[src/rtl/voting_out_pool_pkg.sv]
// rtl/voting_out_pool_pkg.sv - shared types, sizing helpers and requantisation for the conv output pooler
//
// Purpose: package voting_pkg; FSM state type, pool/index sizing helpers,
//          ReLU + arithmetic-shift requantiser with saturation.
// Ports:   none (package).
package voting_pkg;

    typedef enum logic [1:0] {
        IDLE = 2'd0,
        RUN  = 2'd1,
        DONE = 2'd2
    } state_t;

    // Working width for requantisation; wide enough for any DATA_W < 64.
    localparam int CALC_W = 64;

    function automatic int pool_size(input int out_size);
        return out_size / 2;
    endfunction

    function automatic int index_width(input int out_size);
        int p;
        p = out_size / 2;
        return $clog2(p * p) + 1;
    endfunction

    // ReLU, then arithmetic right shift, then clamp to the largest positive OUT_W value.
    function automatic logic signed [CALC_W-1:0] relu_requant(
        input logic signed [CALC_W-1:0] d,
        input int                       shift,
        input int                       out_w
    );
        logic signed [CALC_W-1:0] r;
        logic signed [CALC_W-1:0] q;
        logic signed [CALC_W-1:0] qmax;
        r    = (d < 0) ? '0 : d;
        q    = r >>> shift;
        qmax = (64'sd1 <<< (out_w - 1)) - 64'sd1;
        return (q > qmax) ? qmax : q;
    endfunction

endpackage

[src/rtl/voting_out_pool_if.sv]
// rtl/voting_out_pool_if.sv - stream interface between conv top, pooler and next layer
//
// Purpose: bundles the pooler's control, input beat and pooled output signals.
// Ports:   i_start/i_en/i_data/i_done driven by master; o_en/o_data/o_index/o_done/o_err by slave.
interface voting_out_pool_if #(
    parameter int DATA_W = 48,
    parameter int OUT_W  = 16,
    parameter int IDX_W  = 3
);
    logic                     i_start;
    logic                     i_en;
    logic signed [DATA_W-1:0] i_data;
    logic                     i_done;
    logic                     o_en;
    logic signed [OUT_W-1:0]  o_data;
    logic [IDX_W-1:0]         o_index;
    logic                     o_done;
    logic                     o_err;

    modport master (
        output i_start, i_en, i_data, i_done,
        input  o_en, o_data, o_index, o_done, o_err
    );

    modport slave (
        input  i_start, i_en, i_data, i_done,
        output o_en, o_data, o_index, o_done, o_err
    );
endinterface

[src/rtl/voting_out_pool_linebuf.sv]
// rtl/voting_out_pool_linebuf.sv - half-row line buffer holding even-row pair maxima
//
// Purpose: DEPTH x W register array, one write port, one combinational read port.
// Ports:   i_clk, i_rst (async high), i_clr (sync clear), i_we/i_waddr/i_wdata, i_raddr -> o_rdata.
module voting_pool_linebuf #(
    parameter int DEPTH = 2,
    parameter int W     = 16,
    parameter int AW    = 1
) (
    input  logic          i_clk,
    input  logic          i_rst,
    input  logic          i_clr,
    input  logic          i_we,
    input  logic [AW-1:0] i_waddr,
    input  logic [W-1:0]  i_wdata,
    input  logic [AW-1:0] i_raddr,
    output logic [W-1:0]  o_rdata
);
    logic [W-1:0] r_mem [DEPTH];

    always_ff @(posedge i_clk or posedge i_rst) begin
        if (i_rst) begin
            for (int i = 0; i < DEPTH; i++) r_mem[i] <= '0;
        end else if (i_clr) begin
            for (int i = 0; i < DEPTH; i++) r_mem[i] <= '0;
        end else if (i_we) begin
            r_mem[i_waddr] <= i_wdata;
        end
    end

    assign o_rdata = r_mem[i_raddr];
endmodule

[src/rtl/voting_out_pool.sv]
// rtl/voting_out_pool.sv - ReLU/requantise then 2x2 stride-2 max-pool of the conv output stream
//
// Purpose: consumes OUT_SIZE x OUT_SIZE row-major conv results, emits pooled indexed results.
// Ports:   i_clk, i_rst (async high), bus (slave modport: i_start, i_en, i_data, i_done,
//          o_en, o_data, o_index, o_done, o_err).
module voting_out_pool
    import voting_pkg::*;
#(
    parameter int OUT_SIZE = 4,
    parameter int DATA_W   = 48,
    parameter int OUT_W    = 16,
    parameter int SHIFT    = 8
) (
    input logic               i_clk,
    input logic               i_rst,
    voting_out_pool_if.slave  bus
);
    localparam int POOL_SIZE = pool_size(OUT_SIZE);
    localparam int IDX_W     = index_width(OUT_SIZE);
    localparam int CW        = $clog2(OUT_SIZE) + 1;
    localparam int AW        = (POOL_SIZE > 1) ? $clog2(POOL_SIZE) : 1;
    localparam int LIM       = 2 * POOL_SIZE;

    state_t           r_state;
    state_t           w_next;
    logic [CW-1:0]    r_col;
    logic [CW-1:0]    r_row;
    logic [OUT_W-1:0] r_pair;
    logic [IDX_W-1:0] r_idx;
    logic             r_en;
    logic [OUT_W-1:0] r_data;
    logic [IDX_W-1:0] r_index;
    logic             r_done;
    logic             r_err;

    logic             w_beat;
    logic             w_last;
    logic             w_short;
    logic             w_inwin;
    logic             w_emit;
    logic             w_lb_we;
    logic [AW-1:0]    w_addr;
    logic [OUT_W-1:0] w_q;
    logic [OUT_W-1:0] w_lb_rd;
    logic [OUT_W-1:0] w_pq;
    logic [OUT_W-1:0] w_m1;
    logic [OUT_W-1:0] w_res;

    // i_start wins over a same-cycle beat, so the beat is dropped.
    assign w_beat  = (r_state == RUN) && bus.i_en && !bus.i_start;
    assign w_last  = w_beat && (r_row == CW'(OUT_SIZE - 1)) && (r_col == CW'(OUT_SIZE - 1));
    assign w_short = (r_state == RUN) && bus.i_done && !bus.i_start && !w_last;
    // Odd trailing row/column are counted but never enter a window.
    assign w_inwin = (r_row < CW'(LIM)) && (r_col < CW'(LIM));
    assign w_emit  = w_beat && w_inwin && r_row[0] && r_col[0];
    assign w_lb_we = w_beat && w_inwin && !r_row[0] && r_col[0];
    assign w_addr  = AW'(r_col >> 1);

    // Result is non-negative and below 2^(OUT_W-1), so unsigned compares are safe.
    assign w_q   = OUT_W'(relu_requant(CALC_W'($signed(bus.i_data)), SHIFT, OUT_W));
    assign w_pq  = (r_pair > w_q) ? r_pair : w_q;
    assign w_m1  = (w_lb_rd > r_pair) ? w_lb_rd : r_pair;
    assign w_res = (w_m1 > w_q) ? w_m1 : w_q;

    voting_pool_linebuf #(
        .DEPTH (POOL_SIZE),
        .W     (OUT_W),
        .AW    (AW)
    ) u_linebuf (
        .i_clk   (i_clk),
        .i_rst   (i_rst),
        .i_clr   (bus.i_start),
        .i_we    (w_lb_we),
        .i_waddr (w_addr),
        .i_wdata (w_pq),
        .i_raddr (w_addr),
        .o_rdata (w_lb_rd)
    );

    always_ff @(posedge i_clk or posedge i_rst) begin
        if (i_rst) r_state <= IDLE;
        else       r_state <= w_next;
    end

    always_comb begin
        w_next = r_state;
        case (r_state)
            IDLE:    if (bus.i_start) w_next = RUN;
            RUN:     if (bus.i_start) w_next = RUN;
                     else if (w_last || w_short) w_next = DONE;
            DONE:    if (bus.i_start) w_next = RUN;
            default: w_next = IDLE;
        endcase
    end

    always_ff @(posedge i_clk or posedge i_rst) begin
        if (i_rst) begin
            r_col   <= '0;
            r_row   <= '0;
            r_pair  <= '0;
            r_idx   <= '0;
            r_en    <= 1'b0;
            r_data  <= '0;
            r_index <= '0;
            r_done  <= 1'b0;
            r_err   <= 1'b0;
        end else if (bus.i_start) begin
            r_col   <= '0;
            r_row   <= '0;
            r_pair  <= '0;
            r_idx   <= '0;
            r_en    <= 1'b0;
            r_index <= '0;
            r_done  <= 1'b0;
            r_err   <= 1'b0;
        end else begin
            r_en <= w_emit;
            if (w_beat) begin
                if (r_col == CW'(OUT_SIZE - 1)) begin
                    r_col <= '0;
                    r_row <= r_row + 1'b1;
                end else begin
                    r_col <= r_col + 1'b1;
                end
                if (w_inwin && !r_col[0]) r_pair <= w_q;
            end
            if (w_emit) begin
                r_data  <= w_res;
                r_index <= r_idx;
                r_idx   <= r_idx + 1'b1;
            end
            // When the finishing beat also emits, done trails that o_en by one cycle.
            r_done <= (r_state == DONE) || ((w_last || w_short) && !w_emit);
            if (w_short || ((r_state == DONE) && bus.i_en)) r_err <= 1'b1;
        end
    end

    assign bus.o_en    = r_en;
    assign bus.o_data  = r_data;
    assign bus.o_index = r_index;
    assign bus.o_done  = r_done;
    assign bus.o_err   = r_err;
endmodule
[src/flat_wrapper.sv]
// flat-port wrapper written by rule: the top's interface ports become plain ports
module voting_out_pool_flat import voting_pkg::*;
#(
    parameter int OUT_SIZE = 4,
    parameter int DATA_W   = 48,
    parameter int OUT_W    = 16,
    parameter int SHIFT    = 8
)
  (i_clk, i_rst, bus_i_start, bus_i_en, bus_i_data, bus_i_done, bus_o_en, bus_o_data, bus_o_index, bus_o_done, bus_o_err);
  voting_out_pool_if #(.DATA_W(DATA_W), .OUT_W(OUT_W)) bus_i ();
  input logic i_clk;
  input logic i_rst;
  input wire logic [$bits(bus_i.i_start)-1:0] bus_i_start;
  input wire logic [$bits(bus_i.i_en)-1:0] bus_i_en;
  input wire logic [$bits(bus_i.i_data)-1:0] bus_i_data;
  input wire logic [$bits(bus_i.i_done)-1:0] bus_i_done;
  output wire logic [$bits(bus_i.o_en)-1:0] bus_o_en;
  output wire logic [$bits(bus_i.o_data)-1:0] bus_o_data;
  output wire logic [$bits(bus_i.o_index)-1:0] bus_o_index;
  output wire logic [$bits(bus_i.o_done)-1:0] bus_o_done;
  output wire logic [$bits(bus_i.o_err)-1:0] bus_o_err;
  assign bus_i.i_start = bus_i_start;
  assign bus_i.i_en = bus_i_en;
  assign bus_i.i_data = bus_i_data;
  assign bus_i.i_done = bus_i_done;
  assign bus_o_en = bus_i.o_en;
  assign bus_o_data = bus_i.o_data;
  assign bus_o_index = bus_i.o_index;
  assign bus_o_done = bus_i.o_done;
  assign bus_o_err = bus_i.o_err;
  voting_out_pool #(.OUT_SIZE(OUT_SIZE), .DATA_W(DATA_W), .OUT_W(OUT_W), .SHIFT(SHIFT)) u_core (.i_clk(i_clk), .i_rst(i_rst), .bus(bus_i));
endmodule
[config.mk]
export PLATFORM = sky130hd
export DESIGN_NAME = voting_out_pool_flat
export DESIGN_NICKNAME = d
export VERILOG_FILES = /design/src/rtl/voting_out_pool_pkg.sv /design/src/rtl/voting_out_pool_if.sv /design/src/rtl/voting_out_pool_linebuf.sv /design/src/rtl/voting_out_pool.sv /design/src/flat_wrapper.sv
export SDC_FILE = /design/constraint.sdc
export NUM_CORES = 1
export LEC_CHECK = 0
export BUFFER_PORTS_ARGS = -buffer_cell sky130_fd_sc_hd__buf_4
export CORE_MARGIN = 4
export CORE_UTILIZATION = 53
export DETAILED_ROUTE_END_ITERATION = 8
export GPL_TIMING_DRIVEN = 0
export PLACE_DENSITY = 0.79
export SKIP_LAST_GASP = 1
export SYNTH_ARGS = -nofsm -noshare
export SYNTH_HDL_FRONTEND = slang
export SYNTH_HIERARCHICAL = 1
export SYNTH_SLANG_ARGS = --single-unit
[constraint.sdc]
create_clock -name i_clk -period 4.87 [get_ports i_clk]
set_input_delay 0.487 -clock i_clk [delete_from_list [all_inputs] [get_ports i_clk]]
set_output_delay 0.487 -clock i_clk [all_outputs]
set_load 0.01 [all_outputs]
==> reports/results.ini, run 1 <==
[setup_path]
cp.arrival_ns = 5.20
timing.rr.end = u_core/bus.o_data[11]$_DFFE_PP0P_
cp_num_buf_inv = 7
worstSetupPathType = flip-flop to flip-flop
critPathLaunchType = flip-flop
crit_family = compound AO/OA/AOI/OAI gates
r2r.worst_path.cells = 21
required_ns = 5.13
rrSetupSlack_ns = -0.07
cp_slowest_cell = or4_4
path_cells = buf_4 -> buf_16 -> mux2_4 -> ha_1 -> nand2_2 -> or4_4 -> a31oi_4 -> buf_8 -> buf_4 -> buf_4 -> o21ai_0 -> ha_1 -> nand2_1 -> o21ai_2 -> a31oi_1 -> buf_4 -> a31oi_2 -> o21ai_4 -> buf_6 -> o31ai_1 -> o21ai_1
end_kind = flip-flop
r2r-start = u_core/r_col[1]$_DFFE_PP0P_
critPathMaxFanout = 5
cp_common_cell = buf_4
slowest_delay_ns = 0.57

[synth]
ys_seq_area_frac = 0.352
ys_ff_latch = 81
synth-main-ff-cell = dfrtp_1
synth-edff-count = 0
synth_cell_types = 64
netlist_area_um2 = 5760
netlist_instances = 629
synth_async_sr_flop_share = 1.00
synth_warnings = 6
syn_area_per_cell_um2 = 9.15

[clock_tree]
cts_made_buffers = 9
clock_latency_ns = 0.38
cts_hold_buf = 0
cts_tree = done
h-tree-depth = 3
root_buffer = clkbuf_8
clk_path_buf_depth = 2
clock_sinks = 81
cts.clk_slew.worst_paths_ns = 0.09

[sta]
fin_ws_ns = -0.0697
tightestPinTransition_ns = 1.19
drv_slew = 0
report.final.hold_viol_count = 0
maxSlewHeadroom = 0.198
fin_crit_ns = 4.94
rsz0062_at_grt = yes
fin_skew_ns = 0.00773
finalCritPeriodShare = 1.01
finalSetupViolations = 10
fmax_mhz = 202

[global_routing]
grt.total_usage = 0.276
grt_pass1_wl_um = 28000
antenna_found_initial = 0
grt_pass1_vias = 5684
grt_max_degree = 40
grt_overflow = 0

[routing]
finalWirelength_um = 17900
wl_per_cell_um = 20.4
via_count = 5497
dr.pass1.iters = 5
drc = 0
vias_per_cell = 6.28
routedLengthMet1_um = 6930
route.met2.wl_um = 8610
ant_nets = 0
highest_layer = met4
route.met3.wl_um = 1510
drt_iter0_drc = 473

[final_layout]
instances_no_fill = 876
layout.nets = 833
final_common_cell = buf_4
final_area_um2 = 7320
antennaDiodeCount = 0
area_growth_pct = 27.1
final_cell_mix = buf_4, dfrtp_1, nand2_1, nand2b_1, mux2i_1
drive_gt1_frac = 0.264

[hold_path]
hold_path_class = primary input to async pin

[power]
power_uw = 1890
ir_worst_vdd_mv = 0.211
power.density_nw_per_um2 = 258
p_leak_uw = 0.00342

[run]
drv_cap = 0

[floorplan]
die_height_um = 112
die_w_um = 112
core_um2 = 10500
initial_core_util = 0.550
boundaryPins = 75
rows = 37
die-area_um2 = 12600

[place]
place_ws_ns = -1.13
dpl-instance-area_um2 = 6440
dp_cells = 832
io_buffers = 65
gp_congestion = 0.923
hpwl_um = 12100

[outcome]
outcome = finished, violations left
violations = negative setup slack

-- registers in the layout, indices dropped and copies added (netlist names) --
signal                  flops
u_core/r_col                3
u_core/u_linebuf/r_mem     32
u_core/bus.o_err            1
u_core/r_idx                3
u_core/bus.o_en             1
u_core/bus.o_data          16
u_core/r_row                3
u_core/r_pair              16
u_core/bus.o_done           1
u_core/r_state              2
u_core/bus.o_index          3
-- stage by stage --
step                setup TNS (ns)  hold WS, ns   util
finish                      -0.229       0.0417  0.700
global route                 -1.66       0.0484  0.700
CTS                              0       0.0446  0.667
detailed placement          -16.52        0.451  0.616
global placement            -12.35        0.452  0.614
floorplan                        0        0.440      -
-- worst max path at each step --
stage / startpoint / endpoint / depth (start not counted)
after floorplan: u_core/r_col[1]$_DFFE_PP0P_ / u_core/bus.o_data[1]$_DFFE_PP0P_ / 22
after global placement: u_core/r_col[1]$_DFFE_PP0P_ / u_core/bus.o_data[1]$_DFFE_PP0P_ / 22
after detailed placement: u_core/r_col[1]$_DFFE_PP0P_ / u_core/bus.o_data[1]$_DFFE_PP0P_ / 23
after CTS: u_core/r_col[1]$_DFFE_PP0P_ / u_core/bus.o_data[14]$_DFFE_PP0P_ / 23
after global routing: u_core/r_col[1]$_DFFE_PP0P_ / u_core/bus.o_data[4]$_DFFE_PP0P_ / 22
final: u_core/r_col[1]$_DFFE_PP0P_ / u_core/bus.o_data[11]$_DFFE_PP0P_ / 21
-- report_power, final --
group / internal (µW) / leakage, µW / switching, µW / total, µW
Clock: 393 / 0.000130 / 273 / 666
Sequential: 687 / 0.00112 / 15.9 / 703
Combinational: 236 / 0.00217 / 280 / 516
-- logic make-up (layout without fill, tap and decap cells) --
family,count (synthesis),count (layout),share of synthesized area
DFF,81,81,0.352
xor gates and xnor gates,6,6,0.00913
and+or+nand+nor,224,224,0.194
muxes,68,68,0.131
adders and majority gates,45,45,0.0978
AOI/OAI and AO/OA,135,135,0.156
buffers and inverters,69,179,0.0589
other,1,2,0.000651
-- area by class of cell --
type	instances	area, µm²
plain buffers	31	238
clock buffers	9	124
multi-input cells	480	3690
fillers	728	3140
clock inverters	7	141
flip-flops and latches	81	2030
repair buffers	95	791
well taps	136	170
inverters	37	139
-- cells in the mapped netlist, types with 5 or more instances --
library cell	count	share of area
nand2_1	80	0.052
mux2i_1	49	0.085
inv_1	37	0.024
o21ai_0	29	0.025
mux2_1	6	0.012
nand2b_1	50	0.054
nor2_1	41	0.027
a21oi_1	44	0.038
nand3_1	5	0.0043
buf_6	6	0.012
o31ai_1	13	0.017
dfrtp_1	81	0.35
mux2_4	11	0.029
a21o_1	10	0.013
nand3b_1	7	0.0091
nand4_1	7	0.0076
nor4_1	9	0.0098
ha_1	45	0.098
clkbuf_1	18	0.012
a31oi_1	6	0.0065
-- routing by layer --
metal | GRT usage | vias up
met5 | 0 | -
met4 | 0.136 | 0
met3 | 0.0566 | 79
met2 | 0.460 | 326
met1 | 0.341 | 2670
li1 | - | 2422
-- timing repair --
item / in CTS / in global routing
gates cloned: 1 / 2
resized for setup: 36 / 48
setup endpoints to repair: 16 / 16
hold endpoints to repair: 0 / 0
pin swaps: 12 / 15
setup buffers: 16 / 9
(Power assumes the default switching activity.)
==> inputs of run 2 (changes only) <==
--- a/config.mk
+++ b/config.mk
@@ -7,10 +7,10 @@
 export LEC_CHECK = 0
 export BUFFER_PORTS_ARGS = -buffer_cell sky130_fd_sc_hd__buf_4
 export CORE_MARGIN = 4
-export CORE_UTILIZATION = 53
+export CORE_UTILIZATION = 60
 export DETAILED_ROUTE_END_ITERATION = 8
 export GPL_TIMING_DRIVEN = 0
-export PLACE_DENSITY = 0.79
+export PLACE_DENSITY = 0.84
 export SKIP_LAST_GASP = 1
 export SYNTH_ARGS = -nofsm -noshare
 export SYNTH_HDL_FRONTEND = slang
==> constraint.sdc (replaced) <==
create_clock -name i_clk -period 6.4 [get_ports i_clk]
set_input_delay 0.64 -clock i_clk [delete_from_list [all_inputs] [get_ports i_clk]]
set_output_delay 0.64 -clock i_clk [all_outputs]
set_load 0.01 [all_outputs]
==> run 2 against run 1 <==
  * The run now ends clean
  * Clock power down 40%
  * Global-route usage is 1.4 points higher
  * Clock-buffer cell count stayed put
  * Sequential share of layout area is 2.7 points higher
  * Cell count shrank 4.0%
  * First-iteration DRC count shrank 16%
  * Clock skew is 0.0064 ns higher
  * Utilization is 1.8 points higher
  * Highest routed layer unchanged
==> reports/results.ini, run 2 (same netlist as run 1, synthesis figures left out) <==
[global_routing]
grt.total_usage = 0.290
antenna_found_initial = 0
grt_pass1_wl_um = 25900
grt_overflow = 0
grt_max_degree = 33
grt_pass1_vias = 5378

[clock_tree]
clk_path_buf_depth = 2
root_buffer = clkbuf_8
cts.clk_slew.worst_paths_ns = 0.10
cts_tree = done
cts_made_buffers = 9
clock_sinks = 81
h-tree-depth = 3
clock_latency_ns = 0.37

[sta]
drv_slew = 0
finalSetupViolations = 0
tightestPinTransition_ns = 0.999
report.final.hold_viol_count = 0
finalCritPeriodShare = 0.949
fmax_mhz = 165
final.setup.tns_ns = 0
rsz0062_at_grt = no
maxSlewHeadroom = 0.328
fin_ws_ns = 0.329
fin_skew_ns = 0.0141
fin_crit_ns = 6.07

[final_layout]
drive_gt1_frac = 0.176
largest_register_ffs = 32
largest-register = u_core/u_linebuf/r_mem
layout.nets = 805
final_common_cell = dfrtp_1
area_growth_pct = 15.7
antennaDiodeCount = 0
final_cell_mix = dfrtp_1, nand2_1, buf_4, nand2b_1, mux2i_1

[power]
power_uw = 1210
p_leak_uw = 0.00318
ir_worst_vdd_mv = 0.103
power.density_nw_per_um2 = 181

[routing]
finalWirelength_um = 15600
drt_iter0_drc = 396
drc = 0
vias_per_cell = 6.09
wl_per_cell_um = 18.5
dr.pass1.iters = 5
via_count = 5119
ant_nets = 0

[setup_path]
cp.arrival_ns = 6.33
critPathMaxFanout = 14
critPathLaunchType = flip-flop
worstSetupPathType = flip-flop to flip-flop
required_ns = 6.66
end_kind = flip-flop

[place]
io_buffers = 65
place_ws_ns = 0.177
hpwl_um = 12000
gp_congestion = 0.972

[floorplan]
die-area_um2 = 11200
initial_core_util = 0.620
die_w_um = 106
core_um2 = 9280
die_height_um = 106
boundaryPins = 75
rows = 35

[run]
drv_cap = 0

[outcome]
outcome = complete, no violations

[hold_path]
hold_path_class = primary input to async pin

-- run 2: cell types whose count changed in the layout (fill, tap and decap cells not counted), moves of 5 or more --
| cell | before | now |
|---|---|---|
| buf_4 | 91 | 69 |
| a21oi_1 | 31 | 44 |
| a21oi_2 | 15 | 2 |
| o21ai_0 | 18 | 29 |
| ha_1 | 36 | 45 |
| ha_4 | 9 | 0 |
| o21ai_1 | 9 | 4 |
-- run 2: cell type report --
class                   count  area [µm²]
fillers                   697        2620
clock inverters             7        76.3
plain buffers              31         199
inverters                  37         139
multi-input cells         480        3400
well taps                 129         161
clock buffers               9         124
flip-flops and latches     81        2030
repair buffers             67         536
-- run 2: where the power goes --
part           internal [µW]  leakage, µW  switching, µW
Clock                    184    0.0000966            213
Sequential               523      0.00112           11.5
Combinational            110      0.00196            166
-- run 2: metrics by stage --
step | utilization | instances | hold WS [ns] | instance area, µm²
6_report | 0.718 | 841 | 0.236 | 6660
5_1_grt | 0.718 | 841 | 0.241 | 6660
4_1_cts | 0.714 | 841 | 0.335 | 6630
3_5_place_dp | 0.693 | 825 | 0.461 | 6430
3_3_place_gp | 0.691 | 824 | 0.456 | 6410
2_1_floorplan | - | 630 | 0.440 | 5760
-- run 2: worst max-delay path, stage by stage (launching register included) --
cell and delay, ns:
dfrtp_1 0.51, buf_6 0.20, buf_6 0.20, mux2_4 0.33, ha_1 0.30, nand4_1 0.21
or4_1 0.70, a31oi_4 0.48, clkbuf_2 0.31, nand2_1 0.08, o21ai_0 0.18, ha_1 0.34
a21o_1 0.17, a21o_1 0.18, a21oi_1 0.14, o21ai_0 0.16, a31oi_1 0.34, o2111ai_1 0.23
o21ai_2 0.35, buf_4 0.25, nand2_1 0.07, a22o_1 0.21
-- run 2: worst paths after layout --
path,startpoint,to,cells past startpoint,slack [ns]
setup / recovery,u_core/r_col[1]$_DFFE_PP0P_,u_core/bus.o_data[1]$_DFFE_PP0P_,21,0.33
hold / removal,i_rst,u_core/u_linebuf/r_mem[1]$_DFFE_PP0P_,2,0.24
setup reg to reg,u_core/r_col[1]$_DFFE_PP0P_,u_core/bus.o_data[1]$_DFFE_PP0P_,21,0.33
hold reg to reg,u_core/r_state[0]$_DFFE_PP0P_,u_core/r_state[0]$_DFFE_PP0P_,1,0.48
max in group asynchronous,i_rst,u_core/r_pair[12]$_DFFE_PP0P_,3,5.53
min in group i_clk,u_core/r_state[0]$_DFFE_PP0P_,u_core/r_state[0]$_DFFE_PP0P_,1,0.48
-- run 2: what timing repair did --
item | in CTS | in global routing
setup endpoints to repair | 0 | 16
resized for setup | 0 | 5
setup buffers | 0 | 0
hold buffers | 0 | 0
hold endpoints to repair | 0 | 0
-- run 2: routing by layer --
layer | GRT usage | up-vias | share of wire
met2 | 0.490 | 246 | 0.48
li1 | - | 2361 | -
met1 | 0.360 | 2460 | 0.40
met5 | 0 | - | 0
met4 | 0.142 | 0 | 0.039
met3 | 0.0498 | 52 | 0.073
==> inputs of run 3 (changes only) <==
--- a/config.mk
+++ b/config.mk
@@ -10,9 +10,8 @@
 export CORE_UTILIZATION = 60
 export DETAILED_ROUTE_END_ITERATION = 8
 export GPL_TIMING_DRIVEN = 0
-export PLACE_DENSITY = 0.84
+export PLACE_DENSITY = 0.85
 export SKIP_LAST_GASP = 1
 export SYNTH_ARGS = -nofsm -noshare
 export SYNTH_HDL_FRONTEND = slang
-export SYNTH_HIERARCHICAL = 1
 export SYNTH_SLANG_ARGS = --single-unit
==> run 3 against run 2 <==
  * Critical path depth grew 3
  * Clock-buffer cell count grew 2
  * Worst setup slack lost 0.011 ns
  * Largest cell class unchanged
==> reports/results.ini, run 3 <==
[routing]
vias_per_cell = 6.15
ant_nets = 0
drc = 0
via_count = 4967
wl_per_cell_um = 18.1
finalWirelength_um = 14700
drt_iter0_drc = 473
dr.pass1.iters = 5

[sta]
fin_ws_ns = 0.319
fin_crit_ns = 6.08
fin_skew_ns = 0.00969
tightestPinTransition_ns = 0.737
fmax_mhz = 164
final.setup.tns_ns = 0
drv_slew = 0
maxSlewHeadroom = 0.504
finalCritPeriodShare = 0.950
report.final.hold_viol_count = 0
rsz0062_at_grt = no
finalSetupViolations = 0
hold_ws_ns = 0.204

[clock_tree]
cts.clk_slew.worst_paths_ns = 0.09
cts_hold_buf = 0
clock_latency_ns = 0.36
h-tree-depth = 3
clock_sinks = 81
cts_tree = done
root_buffer = clkbuf_8
cts_resized = 0
cts_made_buffers = 9
clk_path_buf_depth = 2
post_cts_buffers = 0

[final_layout]
final_common_cell = dfrtp_1
area_growth_pct = 15.4
seq_area_um2 = 2030
drive_gt1_frac = 0.149
largest_register_ffs = 32
multiInputGateArea_um2 = 3070
instances_no_fill = 808
largest-register = u_core.u_linebuf.r_mem
layout.nets = 796
fill_cells = 626
utilization = 0.718
final_cell_mix = dfrtp_1, nor2_1, buf_4, inv_1, ha_1
antennaDiodeCount = 0

[floorplan]
die_w_um = 104
boundaryPins = 75
rows = 34
die_height_um = 104
die-area_um2 = 10700
core_um2 = 8810
initial_core_util = 0.622

[synth]
netlist_instances = 617
synth_top_cell_by_area = dfrtp_1
synth-edff-count = 0
synth_async_sr_flop_share = 1.00
ys_seq_area_frac = 0.370
syn_area_per_cell_um2 = 8.88
synth_area_leaders = dfrtp_1, ha_1, mux2i_1
ys_ff_latch = 81
synth_cell_types = 53
yosysTopAreaCellShare = 0.370
netlist_top_cells_count = dfrtp_1, nor2_1, inv_1, ha_1, o21ai_0
yosys.cell_count.top_type = dfrtp_1
synth_warnings = 0
synth-main-ff-cell = dfrtp_1
netlist_area_um2 = 5480

[global_routing]
antenna_found_initial = 0
grt.total_usage = 0.276
grt_pass1_vias = 4965
grt_overflow = 0
grt_pass1_wl_um = 24500
grt_max_degree = 66

[setup_path]
critPathLaunchType = flip-flop
cp.arrival_ns = 6.32
critPathMaxFanout = 10
required_ns = 6.64
end_kind = flip-flop
worstSetupPathType = flip-flop to flip-flop

[outcome]
outcome = complete, no violations

[power]
ir_worst_vdd_mv = 0.124
p_leak_uw = 0.00322
power.density_nw_per_um2 = 223

[place]
gp_congestion = 0.899
hpwl_um = 11300
dp_cells = 792
place_ws_ns = 0.405
io_buffers = 65

[hold_path]
hold_path_class = primary input to async pin

[run]
drv_cap = 0

run 3: changes by cell type after synthesis, moves of 10 or more:
| cell | previous run | this run |
|---|---|---|
| o31a_1 | 1 | 12 |
| mux2_4 | 11 | 1 |
| inv_1 | 37 | 61 |
| o31ai_1 | 13 | 0 |
| nand3b_1 | 7 | 35 |
| mux2i_1 | 49 | 33 |
| nand2b_1 | 50 | 2 |
| nor2_1 | 41 | 76 |
| a21oi_1 | 44 | 34 |
| a21o_1 | 10 | 22 |
| nand2_1 | 80 | 32 |
| a22o_1 | 2 | 15 |
| o21ai_0 | 29 | 41 |
run 3: cell families after synthesis:
group	Yosys count	synth area share
xor+xnor	4	0.00640
other cells	1	0.000684
fa+ha+maj	49	0.112
flops	81	0.370
simple gates	192	0.179
compound gates	157	0.191
buf+inv	95	0.0703
mux	38	0.0712
run 3: report_power, final:
group          total, µW  switching [µW]  internal [µW]
Clock                372             208            165
Sequential           538            14.2            524
Combinational        503             305            198
run 3: final timing paths:
kind                                                         end  slack (ns)  cells after the start                        startpoint
min in group i_clk              u_core.bus.o_data[1]$_DFFE_PP0P_        0.49                      2  u_core.bus.o_data[1]$_DFFE_PP0P_
max in group asynchronous  u_core.u_linebuf.r_mem[5]$_DFFE_PP0P_        5.60                      3                             i_rst
max                             u_core.bus.o_data[1]$_DFFE_PP0P_        0.32                     24       u_core.r_col[1]$_DFFE_PP0P_
min                             u_core.bus.o_data[8]$_DFFE_PP0P_        0.20                      2                             i_rst
max reg2reg                     u_core.bus.o_data[1]$_DFFE_PP0P_        0.32                     24       u_core.r_col[1]$_DFFE_PP0P_
min reg2reg                     u_core.bus.o_data[1]$_DFFE_PP0P_        0.49                      2  u_core.bus.o_data[1]$_DFFE_PP0P_
run 3: per-stage QoR:
stage	power, µW	area, µm²
2_1_floorplan	899	5480
3_3_place_gp	1010	6110
3_5_place_dp	1030	6140
4_1_cts	1400	6320
5_1_grt	1480	6320
6_report	1410	6320
run 3: final cells by class:
cell class              instances  share of cell area
plain buffers                  33              0.0241
clock buffers                  11              0.0239
clock inverters                 5             0.00593
inverters                      62              0.0372
multi-input cells             442               0.485
flip-flops and latches         81               0.320
well taps                     108              0.0214
repair buffers                 66              0.0815
run 3: critical path, cell delays in order (launching register included):
cell and delay (ns):
dfrtp_1 0.36, buf_2 0.26, buf_1 0.61, mux2i_1 0.37, inv_1 0.08, ha_1 0.32, nand4_1 0.21, or3_1 0.42
a21o_1 0.20, a31oi_4 0.31, clkbuf_1 0.40, a21o_1 0.22, inv_1 0.05, ha_1 0.30, a21o_1 0.18, a21o_1 0.18
a21oi_1 0.21, o21ai_0 0.12, nand3_1 0.09, nand2_1 0.10, a211oi_2 0.19, buf_4 0.21, buf_6 0.16, mux2i_1 0.28
o21ai_0 0.11
run 3: per-layer routing:
| layer | up-vias | GRT usage | routed length, µm |
|---|---|---|---|
| met5 | - | 0 | 0 |
| met4 | 0 | 0.0988 | 280 |
| met3 | 36 | 0.0398 | 1000 |
| met2 | 229 | 0.446 | 6930 |
| met1 | 2370 | 0.383 | 6440 |
| li1 | 2332 | - | - |
